File: src/rtl/stream_mux_nto1.sv
// N-to-1 valid/ready stream multiplexer with registered output; fixed-select or round-robin grant.
// Define STREAM_MUX_LAST_LOCK_EN to add in_last/out_last and hold the grant until a packet's last beat.
module stream_mux_nto1 #(
  parameter int unsigned N_CH  = 8,
  parameter int unsigned WIDTH = 8,
  parameter int unsigned SEL_W = 3
) (
  input  logic                  clk,
  input  logic                  rst_n,
  input  logic                  mode,
  input  logic [SEL_W-1:0]      s,
  input  logic [N_CH-1:0]       in_valid,
  input  logic [N_CH*WIDTH-1:0] in_data,
`ifdef STREAM_MUX_LAST_LOCK_EN
  input  logic [N_CH-1:0]       in_last,
  output logic                  out_last,
`endif
  output logic [N_CH-1:0]       in_ready,
  output logic                  out_valid,
  output logic [WIDTH-1:0]      out_data,
  output logic [SEL_W-1:0]      out_ch,
  input  logic                  out_ready
);

  logic             out_valid_q, out_valid_d;
  logic [WIDTH-1:0] out_data_q, out_data_d;
  logic [SEL_W-1:0] out_ch_q, out_ch_d;
  logic [SEL_W-1:0] ptr_q, ptr_d;

  logic             take;
  logic             accept;
  logic             fx_vld, rr_vld, gnt_vld;
  logic [SEL_W-1:0] rr_ch, gnt_ch;
  logic             beat_last;
  int unsigned      idx;

`ifdef STREAM_MUX_LAST_LOCK_EN
  typedef enum logic {UNLOCKED, LOCKED} lock_e;
  lock_e            lock_q, lock_d;
  logic [SEL_W-1:0] lock_ch_q, lock_ch_d;
  logic             out_last_q, out_last_d;
`endif

  assign take = !out_valid_q || out_ready;

  // Fixed select: selects beyond the channel count grant nothing.
  always_comb begin
    fx_vld = 1'b0;
    if (32'(s) < N_CH) fx_vld = in_valid[s];
  end

  // Round-robin: first valid channel at or above ptr, wrapping modulo N_CH.
  always_comb begin
    rr_vld = 1'b0;
    rr_ch  = '0;
    idx    = 0;
    for (int unsigned i = 0; i < N_CH; i++) begin
      idx = 32'(ptr_q) + i;
      if (idx >= N_CH) idx = idx - N_CH;
      if (!rr_vld && in_valid[idx]) begin
        rr_vld = 1'b1;
        rr_ch  = SEL_W'(idx);
      end
    end
  end

  always_comb begin
    gnt_vld = mode ? rr_vld : fx_vld;
    gnt_ch  = mode ? rr_ch  : s;
`ifdef STREAM_MUX_LAST_LOCK_EN
    if (lock_q == LOCKED) begin
      gnt_vld = in_valid[lock_ch_q];
      gnt_ch  = lock_ch_q;
    end
`endif
  end

  assign accept = take && gnt_vld;

`ifdef STREAM_MUX_LAST_LOCK_EN
  assign beat_last = in_last[gnt_ch];
`else
  assign beat_last = 1'b1;
`endif

  always_comb begin
    in_ready = '0;
    if (rst_n && accept) in_ready[gnt_ch] = 1'b1;
  end

  always_comb begin
    out_valid_d = out_valid_q;
    out_data_d  = out_data_q;
    out_ch_d    = out_ch_q;
    ptr_d       = ptr_q;
    if (take) out_valid_d = gnt_vld;
    if (accept) begin
      out_data_d = in_data[32'(gnt_ch)*WIDTH +: WIDTH];
      out_ch_d   = gnt_ch;
      // Pointer moves only on packet boundaries so a locked packet does not skew fairness.
      if (mode && beat_last) begin
        if (32'(gnt_ch) == N_CH - 1) ptr_d = '0;
        else                         ptr_d = gnt_ch + 1'b1;
      end
    end
  end

  always_ff @(posedge clk or negedge rst_n) begin
    if (!rst_n) begin
      out_valid_q <= 1'b0;
      out_data_q  <= '0;
      out_ch_q    <= '0;
      ptr_q       <= '0;
    end else begin
      out_valid_q <= out_valid_d;
      out_data_q  <= out_data_d;
      out_ch_q    <= out_ch_d;
      ptr_q       <= ptr_d;
    end
  end

`ifdef STREAM_MUX_LAST_LOCK_EN
  always_comb begin
    lock_d     = lock_q;
    lock_ch_d  = lock_ch_q;
    out_last_d = out_last_q;
    if (accept) begin
      out_last_d = beat_last;
      if (beat_last) begin
        lock_d = UNLOCKED;
      end else begin
        lock_d    = LOCKED;
        lock_ch_d = gnt_ch;
      end
    end
  end

  always_ff @(posedge clk or negedge rst_n) begin
    if (!rst_n) begin
      lock_q     <= UNLOCKED;
      lock_ch_q  <= '0;
      out_last_q <= 1'b0;
    end else begin
      lock_q     <= lock_d;
      lock_ch_q  <= lock_ch_d;
      out_last_q <= out_last_d;
    end
  end

  assign out_last = out_last_q;
`endif

  assign out_valid = out_valid_q;
  assign out_data  = out_data_q;
  assign out_ch    = out_ch_q;

endmodule
File: config.mk
export PLATFORM = sky130hd
export DESIGN_NAME = stream_mux_nto1
export DESIGN_NICKNAME = d
export VERILOG_FILES = /design/src/rtl/stream_mux_nto1.sv
export SDC_FILE = /design/constraint.sdc
export NUM_CORES = 1
export LEC_CHECK = 0
export BUFFER_PORTS_ARGS = -buffer_cell sky130_fd_sc_hd__buf_2
export CORE_MARGIN = 5
export CORE_UTILIZATION = 25
export DETAILED_ROUTE_END_ITERATION = 8
export PLACE_DENSITY = 0.56
export SETUP_SLACK_MARGIN = 0.3
export SLEW_MARGIN = 10
export SYNTH_ARGS = -nofsm -noshare
export SYNTH_HDL_FRONTEND = slang
export SYNTH_SLANG_ARGS = --single-unit
File: constraint.sdc
create_clock -name clk -period 4.8 [get_ports clk]
set_clock_uncertainty 0.05 [all_clocks]
set_input_delay 0.96 -clock clk [delete_from_list [all_inputs] [get_ports clk]]
set_output_delay 0.96 -clock clk [all_outputs]
set_load 0.005 [all_outputs]
==> impl_metrics.json <==
{
  "mostFrequentLayoutCells": "94 x buf_2, 45 x mux2i_1, 24 x buf_4",
  "clockBufferDepth": 2,
  "synth_top_area_cell": "mux2i_1",
  "synth_top_area_share_pct": 19.7,
  "detail-route-antenna-nets": 0,
  "cts_sinks": 15,
  "gr-total-overflow": 0,
  "grt_pass1_vias": 2632,
  "cts_htree_levels": 1,
  "powerDensity_nw_per_um2": 639,
  "regToRegSetupSlack_ns": 0.74,
  "hold-path-cell-count": 1,
  "fmax_mhz": 224,
  "synthArstFlopShare_pct": 100,
  "p_leak_nw": 1.47,
  "holdCritPathClass": "reg2reg",
  "crit_type": "reg2out",
  "ys_warn_count": 0,
  "gp_congestion": 0.861,
  "grt_pass1_wl_um": 12400,
  "hold_path.startpoint": "out_ch[2]",
  "crit_arrival_ns": 3.45,
  "coreArea_sq_um": 9640,
  "crit_path_end_kind": "primary output",
  "path_clk_slew_ns": 0.06,
  "syn_area_sq_um": 2440,
  "ys.flop_type": "dfrtp_1",
  "avgViaCountPerCell": 5.36,
  "wirelength_um": 8140,
  "worstSetupStartpointType": "register",
  "start_util_pct": 25.3,
  "drc": 0,
  "clk_latency_ns": 0.25,
  "design_area_sq_um": 3410,
  "first_iter_violations": 166,
  "finalHoldViolations": 0,
  "place.port_buffers": 98,
  "maxCapViolations": 0,
  "synth_area_leaders": "mux2i_1 20%, mux4_2 16%, dfrtp_1 15%",
  "synth_edf_count": 0,
  "first_pass_iters": 4,
  "detail_route.wl_per_cell_um": 16.6,
  "r2r-end": "out_data[7]",
  "ys_types": 53,
  "postPlaceCellArea_sq_um": 3120,
  "required_ns": 3.79,
  "ys_ff_latch": 15,
  "syn-num-nets": 337,
  "cts_tree": "yes",
  "tns_ns": 0,
  "die_y_um": 109,
  "syn_area_per_cell_sq_um": 9.57,
  "die-area_sq_um": 11800,
  "grt_max_degree": 35,
  "mostFrequentLayoutCell": "buf_2",
  "crit_path_max_fanout": 14,
  "die_w_um": 109,
  "antenna_cells": 0,
  "antenna_found_initial": 0,
  "fin_nets": 442,
  "syn_inst": 255,
  "min_to": "out_ch[2]",
  "status": "finished, final reports clean",
  "cts_made_buffers": 3,
  "grt_usage_pct": 12.9,
  "ys_seq_area_share_pct": 15.4,
  "post-route-period-util_pct": 92.9,
  "r2r_cells": 13,
  "relSlewSlack_pct": 49.1,
  "vias": 2638,
  "startpoint": "ptr_q[1]",
  "post-route-min-period_ns": 4.46,
  "area_delta_synth_final_pct": 39.7,
  "rows": 36,
  "dp_hpwl_um": 6310,
  "worst_pin_slew_ns": 0.744,
  "fill_cells": 1020,
  "drive_above_1_share_pct": 50.7,
  "ir_worst_vdd_v": 0.000173,
  "finalSetupViolCount": 0,
  "reg2reg_from": "ptr_q[0]",
  "clockRootBuffer": "clkbuf_8",
  "slew_viol_final": 0,
  "pin_count": 99,
  "rsz0062_at_grt": "yes"
}
-- timing repair --
action                     4_1_cts  5_1_grt
gates resized for setup         15       30
hold buffers                     0        0
hold endpoints to repair         0        0
setup endpoints to repair        8        8
buffers inserted                 4        5
pin swaps                        1       12
-- cells by family (layout without fill, tap and decap cells) --
logic type               after synthesis  count (layout)  synth area share, %
AO/OA/AOI/OAI                         76              76                 23.8
multiplexers                          74              74                 40.0
AND/OR/NAND/NOR                       53              53                 11.6
buffers and inverters                 30             134                 6.25
flip-flops                            15              15                 15.4
XOR/XNOR                               4               4                 1.44
adder cells (fa/ha/maj)                3               3                 1.54
-- worst max-delay path by stage --
stage	endpoint	slack (ns)
after floorplan	in_ready[4]	0.32
after global placement	in_ready[4]	0.24
after detailed placement	in_ready[2]	0.18
after CTS	in_ready[2]	0.31
after global routing	in_ready[6]	0.22
final	in_ready[6]	0.34
-- cell type report --
| type | count | area [sq um] | share of cell area, % |
|---|---|---|---|
| clock buffers | 4 | 45.0 | 1.32 |
| well taps | 133 | 166 | 4.88 |
| repair buffers | 123 | 711 | 20.8 |
| multi-input cells | 210 | 2090 | 61.2 |
| flip-flops and latches | 15 | 375 | 11.0 |
| inverters | 7 | 26.3 | 0.770 |
-- metal layers --
layer	vias up	GRT usage, %	wire length, um
met1	1269	16.1	3210
met5	-	0	0
met3	18	2.13	451
li1	1234	-	-
met4	0	4.06	233
met2	117	22.6	4250
-- synthesized netlist by cell type (8+ instances only) --
cell type and count:
a2111oi_0 8, a211oi_1 15, a21boi_0 9, a221o_1 8, buf_2 8, clkbuf_1 9, dfrtp_1 15, mux2_2 8
mux2i_1 48, mux4_2 17, nand2_1 13, nor2_1 14, o21ai_0 12
-- registers in the layout, indices dropped and copies added (netlist names) --
register   flops
out_data       8
out_ch         3
ptr_q          3
out_valid      1
-- through the flow --
stage	hold WS [ns]	cells	power (mW)	util [%]	setup slack (ns)
after floorplan	0.423	255	1.42	-	0.323
after global placement	0.418	479	1.82	32.3	0.237
after detailed placement	0.416	479	1.82	32.3	0.184
after CTS	0.431	487	2.06	34.0	0.311
after global routing	0.456	492	2.34	35.4	0.220
final	0.425	492	2.18	35.4	0.339
-- power by group --
| group | switching, mW | internal, mW |
|---|---|---|
| Sequential | 0.0390 | 0.185 |
| Clock | 0.0434 | 0.0588 |
| Combinational | 0.972 | 0.882 |
-- critical path: stages (launching register included) --
cell and delay [ns]:
dfrtp_1 0.40, buf_6 0.13, ha_1 0.18, buf_6 0.16, mux2i_1 0.12, mux4_2 0.51, a32o_2 0.32, nand4_4 0.16
nor4_2 0.08, or3_1 0.35, or4b_4 0.56, nor2_4 0.11, buf_2 0.11
Power figures use the tool's default switching activity.
